===== src/rtl/lcd_byte_sequencer_if.sv =====
// Request and frame-writer signals of the LCD byte sequencer.
// slave  : the sequencer side (takes LCD byte requests, drives frames to the writer)
// master : the requester / writer side (drives requests and done, observes frames)
interface lcd_byte_sequencer_if;
    logic       start;
    logic [7:0] byte_in;
    logic       rs;
    logic       backlight;
    logic       busy;
    logic       cmd_done;
    logic       en_write;
    logic       start_frame;
    logic       stop_frame;
    logic [7:0] data_frame;
    logic       done;

    modport slave (
        input  start, byte_in, rs, backlight, done,
        output busy, cmd_done, en_write, start_frame, stop_frame, data_frame
    );

    modport master (
        output start, byte_in, rs, backlight, done,
        input  busy, cmd_done, en_write, start_frame, stop_frame, data_frame
    );
endinterface


===== src/rtl/lcd_byte_sequencer.sv =====
// Splits one HD44780 command/data byte into five PCF8574 I2C frames
// (address+W, high nibble EN pulse, low nibble EN pulse), hands them to the
// frame writer over en_write/done, then waits the execution holdoff.
//
//  state   | meaning
//  --------+------------------------------------------------------------
//  IDLE    | waiting for start; byte/rs/backlight latched on accept
//  SEND    | en_write high, frame[idx] presented until writer reports done
//  RELEASE | en_write low, waiting for done to drop before next frame
//  HOLD    | holdoff down-counter running after the last frame
module lcd_byte_sequencer #(
    parameter logic [6:0]  I2C_ADDR  = 7'h27,
    parameter int unsigned DELAY_CYC = 50,
    parameter int unsigned CNT_W     = 16
) (
    input  logic                 clk_1MHz,
    input  logic                 rst,
    lcd_byte_sequencer_if.slave  bus
);

    localparam logic [1:0] IDLE    = 2'd0;
    localparam logic [1:0] SEND    = 2'd1;
    localparam logic [1:0] RELEASE = 2'd2;
    localparam logic [1:0] HOLD    = 2'd3;

    localparam logic [2:0] LAST_IDX = 3'd4;

    // Holdoff counts down from DELAY_CYC-1 to zero; the terminal count ends the command.
    localparam logic [CNT_W-1:0] HOLD_LOAD = (DELAY_CYC == 0) ? '0 : CNT_W'(DELAY_CYC - 1);

    logic [1:0]       state;
    logic [2:0]       idx;
    logic [CNT_W-1:0] cnt;
    logic [7:0]       byte_q;
    logic             rs_q;
    logic             bl_q;
    logic             busy_q;
    logic             cmd_done_q;
    logic             en_write_q;
    logic             start_frame_q;
    logic             stop_frame_q;
    logic [7:0]       data_frame_q;
    logic [2:0]       idx_nxt;

    // Frame word {start_frame, stop_frame, data} for frame index i.
    // Nibble frames map onto the expander as {nib, BL, EN, RW=0, RS}.
    function automatic logic [9:0] frame_word(input logic [2:0] i, input logic [7:0] b,
                                              input logic r, input logic l);
        logic [3:0] nib;
        logic       en;
        nib = (i < 3'd3) ? b[7:4] : b[3:0];
        en  = (i == 3'd1) || (i == 3'd3);
        if (i == 3'd0) begin
            frame_word = {1'b1, 1'b0, I2C_ADDR, 1'b0};
        end else begin
            frame_word = {1'b0, (i == LAST_IDX), nib, l, en, 1'b0, r};
        end
    endfunction

    assign idx_nxt = idx + 3'd1;

    // Sequencer FSM; frame outputs are only reloaded when a new frame is launched,
    // so they keep their last value while en_write is low.
    always_ff @(posedge clk_1MHz or posedge rst) begin
        if (rst) begin
            state         <= IDLE;
            idx           <= 3'd0;
            cnt           <= '0;
            byte_q        <= 8'h00;
            rs_q          <= 1'b0;
            bl_q          <= 1'b0;
            busy_q        <= 1'b0;
            cmd_done_q    <= 1'b0;
            en_write_q    <= 1'b0;
            start_frame_q <= 1'b0;
            stop_frame_q  <= 1'b0;
            data_frame_q  <= 8'h00;
        end else begin
            cmd_done_q <= 1'b0;
            case (state)
                IDLE: begin
                    if (bus.start) begin
                        byte_q     <= bus.byte_in;
                        rs_q       <= bus.rs;
                        bl_q       <= bus.backlight;
                        idx        <= 3'd0;
                        busy_q     <= 1'b1;
                        en_write_q <= 1'b1;
                        {start_frame_q, stop_frame_q, data_frame_q} <=
                            frame_word(3'd0, bus.byte_in, bus.rs, bus.backlight);
                        state      <= SEND;
                    end
                end
                SEND: begin
                    // A done that is already high on entry still completes the frame.
                    if (bus.done) begin
                        en_write_q <= 1'b0;
                        state      <= RELEASE;
                    end
                end
                RELEASE: begin
                    // Waiting for done low keeps a stuck-high done from skipping frames.
                    if (!bus.done) begin
                        if (idx != LAST_IDX) begin
                            idx        <= idx_nxt;
                            en_write_q <= 1'b1;
                            {start_frame_q, stop_frame_q, data_frame_q} <=
                                frame_word(idx_nxt, byte_q, rs_q, bl_q);
                            state      <= SEND;
                        end else if (DELAY_CYC == 0) begin
                            busy_q     <= 1'b0;
                            cmd_done_q <= 1'b1;
                            state      <= IDLE;
                        end else begin
                            cnt   <= HOLD_LOAD;
                            state <= HOLD;
                        end
                    end
                end
                HOLD: begin
                    if (cnt == '0) begin
                        busy_q     <= 1'b0;
                        cmd_done_q <= 1'b1;
                        state      <= IDLE;
                    end else begin
                        cnt <= cnt - CNT_W'(1);
                    end
                end
                default: begin
                    state <= IDLE;
                end
            endcase
        end
    end

    assign bus.busy        = busy_q;
    assign bus.cmd_done    = cmd_done_q;
    assign bus.en_write    = en_write_q;
    assign bus.start_frame = start_frame_q;
    assign bus.stop_frame  = stop_frame_q;
    assign bus.data_frame  = data_frame_q;

endmodule


===== src/flat_wrapper.sv =====
// flat-port wrapper written by rule: the top's interface ports become plain ports
module lcd_byte_sequencer_flat 
#(
    parameter logic [6:0]  I2C_ADDR  = 7'h27,
    parameter int unsigned DELAY_CYC = 50,
    parameter int unsigned CNT_W     = 16
)
  (clk_1MHz, rst, bus_start, bus_byte_in, bus_rs, bus_backlight, bus_done, bus_busy, bus_cmd_done, bus_en_write, bus_start_frame, bus_stop_frame, bus_data_frame);
  lcd_byte_sequencer_if bus_i ();
  input  logic clk_1MHz;
  input  logic rst;
  input wire logic [$bits(bus_i.start)-1:0] bus_start;
  input wire logic [$bits(bus_i.byte_in)-1:0] bus_byte_in;
  input wire logic [$bits(bus_i.rs)-1:0] bus_rs;
  input wire logic [$bits(bus_i.backlight)-1:0] bus_backlight;
  input wire logic [$bits(bus_i.done)-1:0] bus_done;
  output wire logic [$bits(bus_i.busy)-1:0] bus_busy;
  output wire logic [$bits(bus_i.cmd_done)-1:0] bus_cmd_done;
  output wire logic [$bits(bus_i.en_write)-1:0] bus_en_write;
  output wire logic [$bits(bus_i.start_frame)-1:0] bus_start_frame;
  output wire logic [$bits(bus_i.stop_frame)-1:0] bus_stop_frame;
  output wire logic [$bits(bus_i.data_frame)-1:0] bus_data_frame;
  assign bus_i.start = bus_start;
  assign bus_i.byte_in = bus_byte_in;
  assign bus_i.rs = bus_rs;
  assign bus_i.backlight = bus_backlight;
  assign bus_i.done = bus_done;
  assign bus_busy = bus_i.busy;
  assign bus_cmd_done = bus_i.cmd_done;
  assign bus_en_write = bus_i.en_write;
  assign bus_start_frame = bus_i.start_frame;
  assign bus_stop_frame = bus_i.stop_frame;
  assign bus_data_frame = bus_i.data_frame;
  lcd_byte_sequencer #(.I2C_ADDR(I2C_ADDR), .DELAY_CYC(DELAY_CYC), .CNT_W(CNT_W)) u_core (.clk_1MHz(clk_1MHz), .rst(rst), .bus(bus_i));
endmodule

===== config.mk =====
export PLATFORM = sky130hd
export DESIGN_NAME = lcd_byte_sequencer_flat
export DESIGN_NICKNAME = d
export VERILOG_FILES = /design/src/rtl/lcd_byte_sequencer_if.sv /design/src/rtl/lcd_byte_sequencer.sv /design/src/flat_wrapper.sv
export SDC_FILE = /design/constraint.sdc
export NUM_CORES = 1
export LEC_CHECK = 0
export ABC_AREA = 1
export CAP_MARGIN = 10
export CORE_AREA = 2 2 52 102
export CTS_BUF_LIST = sky130_fd_sc_hd__clkbuf_16
export DETAILED_ROUTE_END_ITERATION = 10
export DIE_AREA = 0 0 54 104
export PLACE_DENSITY = 0.7
export SLEW_MARGIN = 5
export SYNTH_ARGS = -nofsm -noshare
export SYNTH_HDL_FRONTEND = slang
export SYNTH_SLANG_ARGS = --single-unit

===== constraint.sdc =====
create_clock -name clk_1MHz -period 2.6 [get_ports clk_1MHz]
set_input_delay 0.26 -clock clk_1MHz [delete_from_list [all_inputs] [get_ports clk_1MHz]]
set_output_delay 0.26 -clock clk_1MHz [all_outputs]
set_load 0.01 [all_outputs]

==> out/results.ini, run 1 <==
[worst_setup_path]
worstRegToRegCells=7
path_delay_family=simple AND/OR/NAND/NOR gates
crit_path_end_kind=flip-flop
ff2ff_setup_slack_ns=0.67
crit_chain=ha_1 > xnor2_1 > nand2_1 > nand2_1 > nand4_1 > nand2_1 > nand2_1
r2r-end=u_core.bus.data_frame[6]
crit_path_start_kind=flip-flop
cp_slowest_stage_delay_ns=0.55
required_ns=2.78
cp_max_fo=9
path_buf_inv=0
critPathArrivalTime_ns=2.11
cp_slowest_cell=xnor2_1
crit_type=reg2reg
r2r_start=u_core.idx[0]
cpMostUsedCell=nand2_1

[detailed_routing]
drt-wirelength-per-cell_um=14.2
drc=0
drt_pre_antenna_iters=7
num_vias=1971
via_per_inst=5.24
wl_um=5350
drtIter0Drc=60
drtAntennaViolNets=0

[sta]
period_needed_ns=1.93
slew_viol_final=0
finalHoldViolCount=0
rsz0062_at_grt=false
worst_slack_ns=0.666
setup_viol=0
min_period_over_period_pct=74.4
setup_tns_ns=0
maxSlewHeadroom_pct=54.8
worstMarginPinSlew_ns=0.673
max_freq_ghz=0.517
skew_ns=0.00717

[cts]
root_buffer=clkbuf_16
clk_path_buf_depth=2
ctsResizeCount=0
cts_tree=built
holdBufCountCts=0
clkTransAtPathRegs_ns=0.06
cts-buffers-inserted=5
clk_latency_ns=0.29
h-tree-depth=2
cts_sinks=43
cts_setup_buffers=0

[synthesis]
yosysUniqueCellTypes=25
ys_ff_latch=43
syn_inst=288
post_synth_most_frequent_cells=87 x nand2_1, 43 x dfrtp_1, 35 x nor2_1, 27 x nand3_1, 25 x inv_1
synth_area_leaders=dfrtp_1 46%, nand2_1 14%, nand3_1 5.8%, nor2_1 5.6%, mux2_2 4.3%
synth_area_sq_mm=0.00235
yosysWarnings=0
synth_edf_count=0
async_flop_share_pct=100
synthMostInstantiatedCell=nand2_1
synth-main-ff-cell=dfrtp_1
avgSynthCellArea_sq_um=8.15
synth_fp_nets=307
yosys.area.top_type=dfrtp_1
ys_seq_area_share_pct=45.8
yosysTopAreaCellShare_pct=45.8

[pwr]
netSwitchingPower_mw=1.44
power.internal_mw=1.97
seq_power_share_pct=33.8
p_clk_share_pct=21.0
switching_share_pct=42.3
combPwrFrac_pct=45.2
p_leak_nw=1.37
irDropWorstVdd_v=0.000797
power.density_cell_area_mw_per_mm2=1210

[placement]
place_ws_ns=0.713
portBuffers=26
gp_congestion=0.825
dpl.hpwl_um=4020

[final_layout]
diodes=0
fill_cells=451
drive_gt1_share_pct=12.9
syn2layout_area_growth_pct=20.1
utilization_pct=58.0
layout.nets=337

[global_routing]
grt_pass1_wl_um=8890
grtUsageMet1_pct=21.0
grt_usage_pct=21.6
grt_pass1_vias=2009
use_met2_pct=40.0
grtUsageMet3_pct=4.31
overflow=0
antenna_found_initial=0
busiest_layer=met2
grt_max_degree=20

[min_path]
hold_class=in2async

[die]
initial_utilization_pct=48.3
die_x_um=54
die_h_um=104
rows=36
pin_count=27
fp.coreArea_sq_mm=0.00486
fp.dieArea_sq_mm=0.00562

[run]
drv_cap=0

[status]
status=finished, final reports clean

layout by cell type (no fill, tap or decap):
master	netlist	routed
nand2_1	87	87
dfrtp_1	43	43
nor2_1	35	35
nand3_1	27	27
clkdlybuf4s50_1	0	26
inv_1	25	24
o21ai_0	9	9
mux2_2	9	9
nor2_4	6	6
o21ai_1	6	6
nor2_2	5	5
nand4_1	5	5
ha_1	5	5
clkbuf_16	0	5
nand2_2	4	4
xor2_1	4	4
a21oi_1	3	3
xnor2_1	2	2
inv_2	2	2
nand2_4	2	2
buf_4	2	2
nor3_4	1	1
nand3_2	1	1
a21oi_4	1	1
o211ai_1	1	1
clkinv_1	0	1
clkinv_4	0	1
clkinv_2	0	1
bufinv_16	0	1
how the worst max path moves through the flow:
stage | from | endpoint | cells past startpoint
after floorplan | u_core.idx[0] | u_core.bus.data_frame[6] | 7
after global placement | u_core.idx[0] | u_core.bus.data_frame[6] | 7
after detailed placement | u_core.idx[0] | u_core.bus.data_frame[6] | 7
after CTS | u_core.idx[0] | u_core.bus.data_frame[6] | 7
after global routing | u_core.idx[0] | u_core.bus.data_frame[6] | 7
final | u_core.idx[0] | u_core.bus.data_frame[6] | 7
state kept, by name (all words and copies together) (netlist names):
signal / cells
u_core.rs_q: 1
u_core.bl_q: 1
u_core.bus.busy: 1
u_core.bus.cmd_done: 1
u_core.state: 2
u_core.idx: 3
u_core.bus.en_write: 1
u_core.bus.data_frame: 8
u_core.byte_q: 8
u_core.bus.stop_frame: 1
u_core.cnt: 16
cells by family (layout without fill, tap and decap cells):
logic type	Yosys count	after routing	synth area share [%]
flops	43	43	45.8
xor+xnor	6	6	2.24
fa+ha+maj	5	5	2.67
mux	9	9	4.32
buf+inv	32	63	6.13
simple gates	173	173	34.0
compound gates	20	20	4.85
power by group through the flow:
| stage | clock, mW | sequential (mW) | combinational, mW |
|---|---|---|---|
| after floorplan | 0 | 1.11 | 1.15 |
| after global placement | 0 | 1.16 | 1.50 |
| after detailed placement | 0 | 1.16 | 1.53 |
| after CTS | 0.720 | 1.15 | 1.55 |
| after global routing | 0.755 | 1.18 | 1.74 |
| final | 0.717 | 1.15 | 1.54 |
routing by layer:
| metal | part of all wire, % | vias up |
|---|---|---|
| li1 | - | 973 |
| met3 | 3.2 | 20 |
| met5 | 0 | - |
| met4 | 3.4 | 0 |
| met1 | 36 | 927 |
| met2 | 57 | 51 |
layout make-up:
class                      instances  area (sq um)  share of cell area [%]
timing repair buffer              28           275                    9.76
multi-input combinational        213          1130                    40.0
tap                               57          71.3                    2.53
clock inverter                     3          43.8                    1.55
sequential                        43          1080                    38.2
inverter                          27           101                    3.59
clock buffer                       5           125                    4.44
through the flow:
stage          instance area [sq um]  total power, mW  cells  hold WS (ns)
2_1_floorplan                   2350             2.26    288         0.410
3_3_place_gp                    2650             2.66    368         0.463
3_5_place_dp                    2650             2.69    368         0.472
4_1_cts                         2820             3.42    376         0.203
5_1_grt                         2820             3.68    376         0.220
6_report                        2820             3.41    376         0.191
Note: power is estimated with default switching activity, not from simulation.
==> run 2: changes to the inputs <==
--- a/config.mk
+++ b/config.mk
@@ -11,7 +11,7 @@
 export CTS_BUF_LIST = sky130_fd_sc_hd__clkbuf_16
 export DETAILED_ROUTE_END_ITERATION = 10
 export DIE_AREA = 0 0 54 104
-export PLACE_DENSITY = 0.7
+export PLACE_DENSITY = 0.73
 export SLEW_MARGIN = 5
 export SYNTH_ARGS = -nofsm -noshare
 export SYNTH_HDL_FRONTEND = slang
==> constraint.sdc (replaced) <==
create_clock -name clk_1MHz -period 1.7 [get_ports clk_1MHz]
set_input_delay 0.17 -clock clk_1MHz [delete_from_list [all_inputs] [get_ports clk_1MHz]]
set_output_delay 0.17 -clock clk_1MHz [all_outputs]
set_load 0.01 [all_outputs]
==> out/results.ini, run 2 (synthesis gave the netlist of run 1 again) <==
[final_layout]
layout.nets=353
drive_gt1_share_pct=17.6
syn2layout_area_growth_pct=25.8
final_common_cell=nand2_1
largest_reg_flops=16
regMostFlops=u_core.cnt
layout_common_cells=86 x nand2_1, 41 x dfrtp_1, 35 x nor2_1
diodes=0

[worst_setup_path]
r2r-end=u_core.bus.data_frame[3]
worstRegToRegCells=8
critPathArrivalTime_ns=1.73
ff2ff_setup_slack_ns=0.13
required_ns=1.86
crit_path_start_kind=flip-flop
crit_type=reg2reg
cp_max_fo=10
crit_path_end_kind=flip-flop
r2r_start=u_core.idx[0]

[die]
rows=36
die_h_um=104
pin_count=27
die_x_um=54
fp.coreArea_sq_mm=0.00486
initial_utilization_pct=48.3
fp.dieArea_sq_mm=0.00562

[placement]
gp_congestion=0.864
portBuffers=26
dpl.hpwl_um=4150

[run]
drv_cap=0

[detailed_routing]
drtAntennaViolNets=0
wl_um=5390
drt-wirelength-per-cell_um=13.8
via_per_inst=5.17
drc=0
num_vias=2028
drt_pre_antenna_iters=4
drtIter0Drc=32

[cts]
cts_sinks=43
h-tree-depth=2
clk_path_buf_depth=2
clk_latency_ns=0.28
clkTransAtPathRegs_ns=0.06
holdBufCountCts=0
cts_tree=built
cts-buffers-inserted=5
root_buffer=clkbuf_16

[status]
status=finished, final reports clean

[sta]
hold_ws_ns=0.221
worstMarginPinSlew_ns=0.460
min_period_over_period_pct=92.4
skew_ns=0.00455
finalHoldViolCount=0
setup_viol=0
slew_viol_final=0
max_freq_ghz=0.637
setup_tns_ns=0
period_needed_ns=1.57
maxSlewHeadroom_pct=69.3
rsz0062_at_grt=false

[global_routing]
grt_max_degree=44
overflow=0
antenna_found_initial=0
grt_pass1_wl_um=8960
grt_usage_pct=21.6
grt_pass1_vias=2007

[min_path]
hold_class=in2async

[pwr]
p_leak_nw=1.45
irDropWorstVdd_v=0.00117
total_power_mw=5.32
power.density_cell_area_mw_per_mm2=1800

[run 2: cell types whose count changed in the layout (fill, tap and decap cells not counted), moves of 2 or more]
cell	change
dfrtp_1	-2
buf_4	+14
dfrtp_2	+2
buf_12	+2
[run 2: how the worst max path moves through the flow]
stage / end / depth (start not counted) / startpoint
finish: u_core.bus.data_frame[3] / 8 / u_core.idx[0]
global route: u_core.bus.data_frame[4] / 9 / u_core.idx[0]
CTS: u_core.cnt[0] / 9 / u_core.cnt[0]
detailed placement: u_core.bus.data_frame[2] / 8 / u_core.idx[0]
global placement: u_core.bus.data_frame[3] / 8 / u_core.idx[0]
floorplan: u_core.bus.data_frame[6] / 7 / u_core.idx[0]
[run 2: metrics by stage]
step | cell area [sq um] | setup WS [ns] | util (%) | cells
finish | 2950 | 0.130 | 60.7 | 392
global route | 2950 | 0.0199 | 60.7 | 392
CTS | 2930 | 0.0265 | 60.2 | 391
detailed placement | 2790 | 0.0293 | 57.3 | 383
global placement | 2790 | 0.0847 | 57.3 | 383
floorplan | 2350 | 0.162 | - | 288
[run 2: repair_timing]
item                       in CTS  in global routing
resized for setup               0                  5
setup buffers                   0                  1
setup endpoints to repair       0                 16
[run 2: area by class of cell]
cell class / count / area, sq um
tap: 57 / 71.3
fill: 427 / 1910
timing repair buffer: 44 / 420
clock inverter: 3 / 16.3
multi-input combinational: 213 / 1140
sequential: 43 / 1080
clock buffer: 5 / 125
inverter: 27 / 101
[run 2: worst max-delay path, cell delays in order (launching register included)]
cell and delay (ns):
dfrtp_1 0.38, inv_1 0.09, ha_1 0.24, nand2_1 0.12, nor2_4 0.06, nor2_4 0.13, nand2_4 0.12, nor2_4 0.21
a21oi_1 0.10
[run 2: layer usage]
layer  share of wire (%)  global-route usage [%]
met4                 3.4                    9.46
met2                  59                    40.6
met1                  36                    21.3
met5                   0                       0
met3                 2.0                    3.30
[run 2: power breakdown]
group          internal (mW)  switching, mW  total [mW]
sequential              1.42          0.320        1.74
combinational           1.13           1.53        2.66
clock                  0.536          0.385       0.921
total                   3.08           2.24        5.32
==> run 3: changes to the inputs <==
--- a/config.mk
+++ b/config.mk
@@ -7,11 +7,10 @@
 export LEC_CHECK = 0
 export ABC_AREA = 1
 export CAP_MARGIN = 10
-export CORE_AREA = 2 2 52 102
+export CORE_AREA = 2 2 66 131
 export CTS_BUF_LIST = sky130_fd_sc_hd__clkbuf_16
 export DETAILED_ROUTE_END_ITERATION = 10
-export DIE_AREA = 0 0 54 104
-export PLACE_DENSITY = 0.73
+export DIE_AREA = 0 0 68 133
 export SLEW_MARGIN = 5
 export SYNTH_ARGS = -nofsm -noshare
 export SYNTH_HDL_FRONTEND = slang
==> out/results.ini, run 3 (synthesis gave the netlist of run 1 again) <==
[sta]
max_freq_ghz=0.652
setup_viol=0
worstMarginPinSlew_ns=0.488
skew_ns=0.00608
rsz0062_at_grt=false
setup_tns_ns=0
min_period_over_period_pct=90.2
slew_viol_final=0
period_needed_ns=1.53
maxSlewHeadroom_pct=67.4
finalHoldViolCount=0

[detailed_routing]
drtAntennaViolNets=0
wl_um=5030
drtIter0Drc=120
drt_pre_antenna_iters=4
via_per_inst=4.49
drc=0
num_vias=1921
drt-wirelength-per-cell_um=11.7

[worst_setup_path]
cp_max_fo=10
r2r-end=u_core.bus.data_frame[2]
critPathArrivalTime_ns=1.70
worstRegToRegCells=8
cp_slowest_stage_delay_ns=0.46
r2r_start=u_core.state[1]
crit_type=reg2reg
path_delay_family=simple AND/OR/NAND/NOR gates
crit_chain=inv_2 > nor2_4 > nand2_1 > nand2_1 > nor2_4 > nand2_4 > nor2_4 > a21oi_1
path_buf_inv=1
crit_path_end_kind=flip-flop
crit_path_start_kind=flip-flop
cpMostUsedCell=nor2_4
cp_slowest_cell=dfrtp_1
ff2ff_setup_slack_ns=0.17
required_ns=1.87

[placement]
portBuffers=26
gp_congestion=0.824
dpl.hpwl_um=3680
dp_cells=420

[status]
status=finished, final reports clean

[global_routing]
overflow=0
grt_pass1_wl_um=8760
grt_pass1_vias=1855
grt_usage_pct=12.7
grt_max_degree=44
antenna_found_initial=0

[run]
drv_cap=0

[final_layout]
final_common_cell=nand2_1
layout_common_cells=86 x nand2_1, 43 x dfrtp_1, 35 x nor2_1
regMostFlops=u_core.cnt
utilization_pct=36.6
syn2layout_area_growth_pct=26.7
fin_cells=428
diodes=0
largest_reg_flops=16
drive_gt1_share_pct=16.4
layout.nets=348
fill_cells=857

[cts]
h-tree-depth=2
holdBufCountCts=0
cts_tree=built
cts_setup_buffers=0
clkTransAtPathRegs_ns=0.06
clk_latency_ns=0.29
clk_path_buf_depth=2
root_buffer=clkbuf_16
cts-buffers-inserted=5
cts_sinks=43

[die]
die_h_um=133
initial_utilization_pct=28.9
rows=47
fp.dieArea_sq_mm=0.00904
fp.coreArea_sq_mm=0.00812
pin_count=27
die_x_um=68

[pwr]
p_leak_nw=1.42
power.density_cell_area_mw_per_mm2=1760
irDropWorstVdd_v=0.000771

[min_path]
hold_class=in2async

run 3: how the worst max path moves through the flow:
stage	start	to	depth (start not counted)
floorplan	u_core.idx[0]	u_core.bus.data_frame[6]	7
global placement	bus_start	u_core.bus.data_frame[2]	8
detailed placement	u_core.idx[0]	u_core.bus.data_frame[2]	8
CTS	u_core.idx[0]	u_core.bus.data_frame[2]	8
global route	u_core.state[1]	u_core.bus.data_frame[0]	9
finish	u_core.state[1]	u_core.bus.data_frame[2]	8
run 3: where the power goes:
group | internal [mW] | leakage [nW] | total, mW | switching [mW]
combinational | 1.07 | 0.811 | 2.53 | 1.46
clock | 0.541 | 0.0674 | 0.946 | 0.405
sequential | 1.41 | 0.536 | 1.74 | 0.329
run 3: worst register-to-register path, delay by kind of cell (launching register included):
| kind | cells | cell delay [ns] |
|---|---|---|
| simple gates | 6 | 0.76 |
| buf+inv | 1 | 0.11 |
| flops | 1 | 0.46 |
| compound gates | 1 | 0.09 |
run 3: area by class of cell:
cell class | count | area, sq um | share of cell area (%)
clock buffers | 5 | 125 | 4.21
clock inverters | 3 | 20.0 | 0.673
inverters | 27 | 101 | 3.41
multi-input cells | 213 | 1140 | 38.5
flip-flops and latches | 43 | 1080 | 36.2
well taps | 98 | 123 | 4.12
repair buffers | 39 | 383 | 12.9
run 3: repair_timing:
action | in CTS | in global routing
resized for setup | 0 | 4
endpoints found under the hold margin | 0 | 0
setup endpoints to repair | 0 | 10
run 3: per-stage QoR:
step                hold slack (ns)  setup slack (ns)  cell area [sq um]  total power [mW]
CTS                           0.220             0.114               2960              5.27
detailed placement            0.464             0.131               2810              4.27
floorplan                     0.320             0.162               2350              3.46
global placement              0.465             0.156               2810              4.25
global route                  0.270            0.0271               2970              5.67
finish                        0.211             0.167               2970              5.22
run 3: layer usage:
metal	track usage, %	part of all wire [%]
met1	17.0	48
met2	19.0	46
met3	2.64	3.4
met4	6.22	3.0
met5	0	0
==> RTL edit: new RTL, settings of run 3 <==
`CNT_W` is set to 16 in 2 places; all go to 24.
--- a/src/rtl/lcd_byte_sequencer.sv
+++ b/src/rtl/lcd_byte_sequencer.sv
@@ -13,3 +13,3 @@
     parameter int unsigned DELAY_CYC = 50,
-    parameter int unsigned CNT_W     = 16
+    parameter int unsigned CNT_W     = 24
 ) (
--- a/src/flat_wrapper.sv
+++ b/src/flat_wrapper.sv
@@ -5,3 +5,3 @@
     parameter int unsigned DELAY_CYC = 50,
-    parameter int unsigned CNT_W     = 16
+    parameter int unsigned CNT_W     = 24
 )
Formal check against the unedited RTL: no difference found for any inputs over 10 cycles, from zero or initial values and one cycle with rst high; that may be too few to reach the edited logic, so the function may still have changed.
==> RTL edit against run 3 <==
Global-route usage grew 3.6 points; core utilization grew 11 points; first-iteration DRC count grew 73%; hold slack gained 0.013 ns; power grew 41%; worst setup slack lost 0.14 ns; cell area grew 31%; sequential power grew 9.8%; area after synthesis grew 22%; wire length grew 45%; sequential cell count grew 8; largest cell class unchanged.
==> RTL edit: results (changes against run 3) <==
| Metric | Value |
|---|---|
| Post-synthesis xor/xnor area fraction | `2.455% (+0.22 points)` |
| Commonest cells in the netlist | `nand2_1 (106), dfrtp_1 (51), nor2_1 (51)` |
| Non-clock buffering overhead | `19.31% (+6.4 points)` |
| Syn Inst Count | `375 (+30%)` |
| Library cells used by synthesis | `27 (+8.0%)` |
| RePlAce Congestion | `0.7656 (-7.0%)` |
| Multi-input combinational area share | `37.40% (-1.1 points)` |
| Post-Route Skew | `0.008756 ns (+0.002675 ns)` |
| Inverters | `38 (+41%)` |
| Flip-flop count of the largest register after layout | `24 (+8)` |
| Inst Count DP | `531 (+26%)` |
| Clk pwr share | `14.3% (-3.8 points)` |
| Non-clock buffers | `81 (+110%)` |
| Post-synthesis register bit count | `51 (+19%)` |
| Post-synthesis compound-gate area fraction | `7.409% (+2.6 points)` |
| Share of post-route cells with drive strength above 1 | `25.77% (+9.4 points)` |
| Comb group | `4.38 mW (+73%)` |
| Mux contribution to synthesized area | `2.367% (-2.0 points)` |
| Final wirelength | `7.312 mm (+45%)` |
| Post-DP Area | `3507 um2 (+25%)` |
| Drt initial violations | `207 (+73%)` |
| Multi-input gates | `276 (+30%)` |
| Synth Area in Adders | `2.192% (-0.47 points)` |
| Lkg Pwr | `1.942 nW (+37%)` |
| Synth area leaders | `dfrtp_1 (45%), nand2_1 (14%), nand3_1 (7.0%)` |
| Non-Filler Instances | `552 (+29%)` |
| FILL cells | `798 (-6.9%)` |
| Outcome | `finished clean` |
| Total GRT Usage | `16.31% (+3.6 points)` |
| First-pass GRT wire length | `11.32 mm (+29%)` |
| Worst-path maximum fanout | `8 (-2)` |
| Logic gate share of total power | `59.7% (+11 points)` |
[RTL edit: cell count changes after synthesis, sizes merged, moves of 2 or more]
| cell | before | now |
|---|---|---|
| mux2 | 9 | 6 |
| inv | 27 | 38 |
| nand4 | 5 | 7 |
| buf | 5 | 10 |
| dfrtp | 43 | 51 |
| a21oi | 4 | 7 |
| nor2 | 46 | 61 |
| nand3 | 28 | 41 |
| o21ai | 15 | 25 |
| xor2 | 4 | 7 |
| nand2 | 93 | 111 |
[RTL edit: layer usage]
metal / GRT usage, % / wire length, um / vias up
met3: 2.551 / 277 / 11
li1: - / - / 1347
met1: 21.32 / 3190 / 1216
met4: 6.444 / 151 / 0
met5: 0 / 0 / -
met2: 26.27 / 3693 / 60
[RTL edit: worst paths after layout]
kind,from,endpoint,slack (ns),depth (start not counted)
worst max-delay path,u_core.cnt[21]$_DFFE_PP0P_,u_core.cnt[14]$_DFFE_PP0P_,0.03,8
worst min-delay path,rst,u_core.bus.busy$_DFFE_PP0P_,0.22,3
worst max register to register,u_core.cnt[21]$_DFFE_PP0P_,u_core.cnt[14]$_DFFE_PP0P_,0.03,8
worst min register to register,u_core.bus.data_frame[5]$_DFFE_PP0P_,u_core.bus.data_frame[5]$_DFFE_PP0P_,0.49,2
max in group asynchronous,rst,u_core.cnt[18]$_DFFE_PP0P_,1.24,3
min in group clk_1MHz,bus_byte_in[0],u_core.byte_q[0]$_DFFE_PP0P_,0.44,3
[RTL edit: worst max-delay path, delay by kind of cell (launching register included)]
family	cells	cell delay (ns)
buf+inv	1	0.23
simple gates	5	0.58
compound gates	2	0.39
flops	1	0.40
[RTL edit: timing repair]
action,in CTS,in global routing
endpoints found under the setup margin,0,11
setup buffers,0,10
resized for setup,0,30
hold buffers,0,0
